[src/rtl/uart_pkg.sv]
// Shared types and helpers for the UART receive path.
//   rx_state_e    : receiver FSM state encoding
//   symbol_cycles : clock cycles per bit for a given clock frequency and baud rate
package uart_pkg;

  typedef enum logic [2:0] {
    IDLE,
    START,
    DATA,
    STOP,
    BREAK
  } rx_state_e;

  function automatic int symbol_cycles(input int clock_freq, input int baud);
    return clock_freq / baud;
  endfunction

endpackage

[src/rtl/sync_2ff.sv]
// Two-flop synchronizer for asynchronous level inputs (buttons, serial lines).
// Ports:
//   clk   : destination clock
//   rst_n : synchronous reset, active-low; both stages load RESET_VALUE
//   d     : asynchronous input
//   q     : synchronized output, two cycles of latency
module sync_2ff #(
  parameter int               WIDTH       = 1,
  parameter logic [WIDTH-1:0] RESET_VALUE = '0
) (
  input  logic             clk,
  input  logic             rst_n,
  input  logic [WIDTH-1:0] d,
  output logic [WIDTH-1:0] q
);

  logic [WIDTH-1:0] meta_q;
  logic [WIDTH-1:0] sync_q;

  always_ff @(posedge clk) begin
    if (!rst_n) begin
      meta_q <= RESET_VALUE;
      sync_q <= RESET_VALUE;
    end else begin
      meta_q <= d;
      sync_q <= meta_q;
    end
  end

  assign q = sync_q;

endmodule

[src/rtl/uart_receiver.sv]
// 8N1 UART receiver (LSB first, idle-high) feeding a one-entry valid/ready buffer.
// Ports:
//   clk            : CPU clock
//   rst_n          : synchronous reset, active-low
//   serial_in      : asynchronous serial line, idle 1
//   data_out       : received byte, stable while data_out_valid is high
//   data_out_valid : a byte is buffered
//   data_out_ready : consumer accepts the buffered byte on valid && ready
//   framing_error  : one-cycle pulse when the stop bit is sampled low
//   overrun        : one-cycle pulse when a completed byte is dropped (buffer full)
//
// state | meaning
// IDLE  | waiting for a falling edge on an armed (previously high) line
// START | counting to mid start bit; line high there is a false start
// DATA  | sampling 8 data bits at mid-bit, LSB first
// STOP  | sampling the stop bit; high offers the byte, low flags framing error
// BREAK | line held low after a framing error; wait for it to return high
module uart_receiver
  import uart_pkg::*;
#(
  parameter int CLOCK_FREQ = 10_000_000,
  parameter int BAUD_RATE  = 115_200
) (
  input  logic       clk,
  input  logic       rst_n,
  input  logic       serial_in,
  output logic [7:0] data_out,
  output logic       data_out_valid,
  input  logic       data_out_ready,
  output logic       framing_error,
  output logic       overrun
);

  localparam int SYMBOL_EDGE_TIME = symbol_cycles(CLOCK_FREQ, BAUD_RATE);
  localparam int SAMPLE_TIME      = SYMBOL_EDGE_TIME / 2;
  localparam int CW               = $clog2(SYMBOL_EDGE_TIME + 1);

  localparam logic [CW-1:0] SYMBOL_TC = CW'(SYMBOL_EDGE_TIME);
  localparam logic [CW-1:0] SAMPLE_TC = CW'(SAMPLE_TIME);
  localparam logic [CW-1:0] CNT_ONE   = CW'(1);

  if (SYMBOL_EDGE_TIME < 4) begin : g_bad_baud
    $error("uart_receiver: fewer than 4 clock cycles per bit");
  end

  logic rx;

  sync_2ff #(
    .WIDTH       (1),
    .RESET_VALUE (1'b1)
  ) u_rx_sync (
    .clk   (clk),
    .rst_n (rst_n),
    .d     (serial_in),
    .q     (rx)
  );

  rx_state_e     state_q, state_d;
  logic [CW-1:0] cnt_q, cnt_d;
  logic [2:0]    bit_cnt_q, bit_cnt_d;
  logic [7:0]    shift_q, shift_d;
  logic [1:0]    settle_q, settle_d;
  logic          armed_q, armed_d;
  logic [7:0]    data_q, data_d;
  logic          valid_q, valid_d;
  logic          fe_q, fe_d;
  logic          ov_q, ov_d;
  logic          offer;

  always_comb begin
    state_d   = state_q;
    cnt_d     = cnt_q;
    bit_cnt_d = bit_cnt_q;
    shift_d   = shift_q;
    data_d    = data_q;
    valid_d   = valid_q;
    fe_d      = 1'b0;
    ov_d      = 1'b0;
    offer     = 1'b0;

    // The synchronizer output only reflects the pin two cycles after reset
    // release; until then its reset value of 1 must not arm the receiver,
    // otherwise a line that is low at release would look like a start edge.
    settle_d = (settle_q == 2'd2) ? settle_q : settle_q + 2'd1;
    armed_d  = (settle_q == 2'd2) && rx;

    unique case (state_q)
      IDLE: begin
        cnt_d     = '0;
        bit_cnt_d = '0;
        if (armed_q && !rx) begin
          state_d = START;
          cnt_d   = CNT_ONE;
        end
      end
      START: begin
        cnt_d = cnt_q + CNT_ONE;
        if (cnt_q == SAMPLE_TC) begin
          if (rx) begin
            state_d = IDLE;
            cnt_d   = '0;
          end else begin
            state_d = DATA;
            cnt_d   = CNT_ONE;
          end
        end
      end
      DATA: begin
        cnt_d = cnt_q + CNT_ONE;
        if (cnt_q == SYMBOL_TC) begin
          cnt_d     = CNT_ONE;
          shift_d   = {rx, shift_q[7:1]};
          bit_cnt_d = bit_cnt_q + 3'd1;
          if (bit_cnt_q == 3'd7) state_d = STOP;
        end
      end
      STOP: begin
        cnt_d = cnt_q + CNT_ONE;
        if (cnt_q == SYMBOL_TC) begin
          cnt_d = '0;
          if (rx) begin
            offer   = 1'b1;
            state_d = IDLE;
          end else begin
            fe_d    = 1'b1;
            state_d = BREAK;
          end
        end
      end
      BREAK: begin
        cnt_d = '0;
        if (rx) state_d = IDLE;
      end
      default: begin
        state_d = IDLE;
        cnt_d   = '0;
      end
    endcase

    if (valid_q && data_out_ready) valid_d = 1'b0;

    // An accept on the same edge frees the slot for the new byte.
    if (offer) begin
      if (!valid_q || data_out_ready) begin
        data_d  = shift_q;
        valid_d = 1'b1;
      end else begin
        ov_d = 1'b1;
      end
    end
  end

  always_ff @(posedge clk) begin
    if (!rst_n) begin
      state_q   <= IDLE;
      cnt_q     <= '0;
      bit_cnt_q <= '0;
      shift_q   <= '0;
      settle_q  <= '0;
      armed_q   <= 1'b0;
      data_q    <= '0;
      valid_q   <= 1'b0;
      fe_q      <= 1'b0;
      ov_q      <= 1'b0;
    end else begin
      state_q   <= state_d;
      cnt_q     <= cnt_d;
      bit_cnt_q <= bit_cnt_d;
      shift_q   <= shift_d;
      settle_q  <= settle_d;
      armed_q   <= armed_d;
      data_q    <= data_d;
      valid_q   <= valid_d;
      fe_q      <= fe_d;
      ov_q      <= ov_d;
    end
  end

  assign data_out       = data_q;
  assign data_out_valid = valid_q;
  assign framing_error  = fe_q;
  assign overrun        = ov_q;

endmodule
[config.mk]
export PLATFORM = sky130hd
export DESIGN_NAME = uart_receiver
export DESIGN_NICKNAME = d
export VERILOG_FILES = /design/src/rtl/uart_pkg.sv /design/src/rtl/sync_2ff.sv /design/src/rtl/uart_receiver.sv
export SDC_FILE = /design/constraint.sdc
export NUM_CORES = 1
export LEC_CHECK = 0
export CAP_MARGIN = 40
export CORE_MARGIN = 3
export CORE_UTILIZATION = 63
export CTS_BUF_LIST = sky130_fd_sc_hd__clkbuf_4 sky130_fd_sc_hd__clkbuf_8
export DETAILED_ROUTE_END_ITERATION = 10
export PLACE_DENSITY = 0.87
export SETUP_SLACK_MARGIN = 0.1
export SYNTH_ARGS = -nofsm -noshare
export SYNTH_HDL_FRONTEND = slang
export SYNTH_HIERARCHICAL = 1
export SYNTH_SLANG_ARGS = --single-unit
export TNS_END_PERCENT = 20
[constraint.sdc]
create_clock -name clk -period 2.6 [get_ports clk]
set_clock_uncertainty 0.05 [all_clocks]
set_input_delay 0.52 -clock clk [delete_from_list [all_inputs] [get_ports clk]]
set_output_delay 0.52 -clock clk [all_outputs]
set_load 0.05 [all_outputs]
* Yosys cells after proc, flatten, opt, wreduce, memory -nomap -nowiden *
Cells that the tools add are included.

storage, ports and cells
  input port bits = 4
  logic and storage cells = 68
  output and inout port bits = 11
  bits in latches = 0
  bits in registers = 37
  RAM bits = 0
  memory bits (read-only) = 0
  memories kept = 0

cells by class
  div/mod/pow operators = 0
  bitwise logic cells = 0
  $lt $le $gt $ge = 0
  reduce and logical (&&, ||, !) cells = 14
  mux-type cells = 25
  multiply operators = 0
  equal/unequal tests = 14
  add/sub/neg operators = 3
  shift operators = 0

operator list
  kind                                                                      number
  7-bit one-hot mux with 4 select lines                                     1
  3-bit two-way mux                                                         8
  7-bit two-way mux                                                         3
  3-bit one-hot mux with 5 select lines                                     1
  1-bit two-way mux                                                         10
  2-bit inequality test (second input constant)                             5
  2-bit AND reduction                                                       4
  7-bit by 1-bit adder with 7-bit output (second input constant)            1
  7-bit by 6-bit equality test with 1-bit output (second input constant)    1
  7-bit equality test (second input constant)                               1
  3-bit by 2-bit equality test with 1-bit output (second input constant)    2
  3-bit equality test (second input constant)                               2
  3-bit one-hot mux with 2 select lines                                     1
  6-bit AND reduction                                                       1
  3-bit by 1-bit adder with 3-bit output (second input constant)            1
  3-bit by 1-bit equality test with 1-bit output (second input constant)    1
  1-bit logical AND                                                         3
  3-bit logical NOT                                                         1
  3-bit AND reduction                                                       1
  2-bit by 1-bit adder with 2-bit output (second input constant)            1
  2-bit equality test (second input constant)                               1
  1-bit logical NOT                                                         2
  2-bit two-way mux                                                         1
  2-bit by 1-bit inequality test with 1-bit output (second input constant)  1
  other kinds (2)                                                           2

* Logic depth before layout (Yosys ltp) *
  depth in word-level cells = 4
  depth in mapped cells = 8
  mapped depth without buffers = 6

* Cells and area by module *
Netlist, hierarchy kept.

by module, submodules not included
  module         times used  area an instance (µm²)  cells an instance  seq. area each (µm²)
  uart_receiver  1           1542.7                  161                700.7
  sync_2ff       1           52.6                    4                  40.0

* Worst setup path after synthesis *
No wires, ideal clock.

  path type = flip-flop to flip-flop
  start point = register cnt_q[0]
  end point = register shift_q[7]
  path slack = 0.978 ns
  required time = 2.430 ns
  period minus slack after synthesis = 1.622 ns
  cell stages (with the launch flop) = 9
  setup time = 0.120 ns
  data arrival time = 1.452 ns
  path buffers = 2
  path through = dfxtp_1 > inv_1 > ha_1 > and4bb_4 > and2_4 > buf_6 > and3_4 > buf_6 > mux2i_1

on the way
  longest elaborated chain between the ends = 2

ends and longest elaborated chain
  element                        RTL line              source
  start: declaration             uart_receiver.sv:59   logic [CW-1:0] cnt_q, cnt_d;
  start signal: assignment       uart_receiver.sv:167  cnt_q <= cnt_d;
  7-bit equality test            uart_receiver.sv:110  if (cnt_q == SYMBOL_TC) begin
  2-bit AND reduction (no line)  n/a
  end signal: assignment         uart_receiver.sv:169  shift_q <= shift_d;
  end: declaration               uart_receiver.sv:61   logic [7:0] shift_q, shift_d;

Every way passes these cells.
A chain may end at the register's enable or synchronous reset.

* Final worst setup path *
  start point = register data_q[1], in the netlist data_out[1]
  end point = output data_out[1]

RTL lines
  element                   RTL line              source
  start: declaration        uart_receiver.sv:64   logic [7:0] data_q, data_d;
  start signal: assignment  uart_receiver.sv:172  data_q <= data_d;
  end: declaration          uart_receiver.sv:27   output logic [7:0] data_out,

No word-level cell between the ends.

==> flow_metrics.env <==
export IMPL_syn_nets=174
export IMPL_met3_usage_pct=6.437
export IMPL_dieArea_mm2=0.003172
export IMPL_ios=15
export IMPL_synth_warnings=6
export IMPL_layout_min_cycle_time_ns=2.105
export IMPL_cp_required_ns=2.03
export IMPL_seqCellArea_um2=740.7
export IMPL_status="complete, no violations"
export IMPL_firstDrtPassIters=4
export IMPL_critPathLaunchType="flip-flop"
export IMPL_yosys_area_top_type="dfxtp_1"
export IMPL_synthTopCellsByArea="dfxtp_1, mux2i_1, nor2_1, ha_1, nand2_1"
export IMPL_setup_worst_path_end_class="primary output"
export IMPL_yosysMostFrequentCell="dfxtp_1"
export IMPL_cts_max_level=2
export IMPL_critPathTopFamily="buffers and inverters"
export IMPL_ctsHoldBuffers=0
export IMPL_std_cell_rows=17
export IMPL_grt_use_total_pct=21.76
export IMPL_insertion_delay_ns=0.34
export IMPL_cts_sinks=37
export IMPL_use_met2_pct=34.72
export IMPL_setup_viol=0
export IMPL_synth_seq_cells=37
export IMPL_die_h_um=56.32
export IMPL_leakage_nw=0.6844
export IMPL_p_total_mw=1.078
export IMPL_drt_total_wl_um=3002
export IMPL_yosys_area_top_type_share_pct=46.43
export IMPL_fmax_mhz=475.1
export IMPL_period_share_pct=80.95
export IMPL_synth_edf_count=0
export IMPL_fin_nets=188
export IMPL_ir_drop_mv=0.7517
export IMPL_multi_input_area_um2=774.5
export IMPL_antenna_diode_count=0
export IMPL_post_synth_num_cell_types=38
export IMPL_cts_resized_gates=0
export IMPL_synth_ff_type="dfxtp_1"
export IMPL_synth_avg_cell_area_um2=9.668
export IMPL_first_iter_violations=54
export IMPL_relSlewSlack_pct=63.72
export IMPL_grt_antenna_before_repair=0
export IMPL_cp_slowest_stage_delay_ns=0.84
export IMPL_power_density_mw_per_mm2=598.9
export IMPL_final_setup_tns_ns=0
export IMPL_synthArstFlopShare_pct=0
export IMPL_place_hpwl_um=2148
export IMPL_grt_pass1_vias=1171
export IMPL_worstPathArrival_ns=1.53
export IMPL_wire_per_inst_um=14.43
export IMPL_gp_congestion=0.8335
export IMPL_start_util_pct=69.44
export IMPL_vias=1224
export IMPL_grt_pass1_wl_um=5326
export IMPL_yosysSeqAreaShare_pct=46.43
export IMPL_cts_buffers_inserted=5
export IMPL_hold_path_class="reg -> reg"
export IMPL_yosys_top_cells_count="dfxtp_1, nor2_1, mux2i_1, nand2_1, nand3_1"
export IMPL_maxCapViolations=0
export IMPL_slew_violations=0
export IMPL_busiest_layer="met2"
export IMPL_coreArea_mm2=0.002297
export IMPL_root_buffer="clkbuf_4"
export IMPL_use_met1_pct=26.40
export IMPL_cp_slowest_cell="clkdlybuf4s50_1"
export IMPL_grt_setup_unrepaired="false"
export IMPL_cts_clk_slew_worst_paths_ns=0.10
export IMPL_route_detailed_drc=0
export IMPL_netlist_instances=165
export IMPL_crit_type="reg -> out"
export IMPL_post_cts_buffers=0
export IMPL_cp_cell_sequence="clkdlybuf4s50_1"
export IMPL_syn2layout_area_growth_pct=12.86
export IMPL_port_buffers=14
export IMPL_critPathBufInv=1
export IMPL_grt_overflow=0
export IMPL_ant_nets=0
export IMPL_cts_max_path_buffers=2
export IMPL_timing_final_hold_violations=0
export IMPL_drive_gt1_share_pct=9.444
export IMPL_via_per_inst=5.885
export IMPL_tritoncts="built"
export IMPL_worst_slew_pin_slew_ns=0.5372
export IMPL_fill_cells=163
export IMPL_grt_start_max_net_pins=19
export IMPL_die_x_um=56.32
export IMPL_syn_area_mm2=0.001595
export IMPL_worstPathMaxFanout=2
==> area by class of cell <==
cell class	count	share of cell area, %
clock buffers	6	2.502
flip-flops and latches	37	41.14
multi-input cells	115	43.02
inverters	5	1.042
repair buffers	15	8.200
well taps	28	1.946
clock inverters	2	2.154
==> logic make-up after synthesis <==
family	synth area share, %
AOI/OAI and AO/OA	9.333
xor gates and xnor gates	3.294
adders and majority gates	3.922
buffers and inverters	5.019
DFF	46.43
muxes	10.04
and+or+nand+nor	21.96
==> cells in the final DEF, fill, tap and decap left out, types with 2 or more instances in the layout <==
master and n:
and2_1 2, nand2b_1 5, xor2_1 4, xnor2_1 2
clkdlybuf4s50_1 14, ha_1 5, o21ai_0 3, nand4_1 3
a31oi_1 5, nor3_1 2, inv_1 5, nand2_1 15
a21oi_1 4, nand3_1 7, dfxtp_1 37, clkbuf_4 6
a211oi_1 2, nor2_1 21, mux2i_1 16, nor2b_1 2
==> per-stage QoR <==
step	hold slack (ns)	utilization (%)	instance area [µm²]	worst slack, ns	cells
floorplan	0.3363	-	1595	0.9784	165
global placement	0.3514	74.73	1717	0.5208	200
detailed placement	0.3498	74.73	1717	0.4574	200
CTS	0.3822	78.38	1800	0.4825	208
global route	0.4040	78.38	1800	0.4517	208
finish	0.3793	78.38	1800	0.4952	208
==> final timing paths <==
kind / startpoint / to / slack, ns / cells past startpoint
min reg2reg: u_rx_sync/meta_q / u_rx_sync/q / 0.38 / 1
min: u_rx_sync/meta_q / u_rx_sync/q / 0.38 / 1
max reg2reg: state_q[1] / data_out[7] / 0.79 / 4
max: data_out[1] / data_out[1] / 0.50 / 1
==> registers in the layout, indices dropped and copies added (netlist names), 2 cells and up <==
signal / cells
shift_q: 8
state_q: 3
settle_q: 2
cnt_q: 7
data_out: 8
bit_cnt_q: 3
==> per-layer routing <==
layer  up-vias  routed length [µm]  share of wire, %
met5         -                   0                 0
met4         0                  92               3.1
met3         9                 165               5.5
met2        42                1424                47
met1       569                1320                44
li1        604                   -                 -
==> report_power, final <==
group	total, mW	leakage (nW)	switching [mW]	internal, mW
Clock	0.400	0.0459	0.185	0.215
Combinational	0.0778	0.340	0.0423	0.0355
Sequential	0.600	0.299	0.0130	0.587
(Power assumes the default switching activity.)
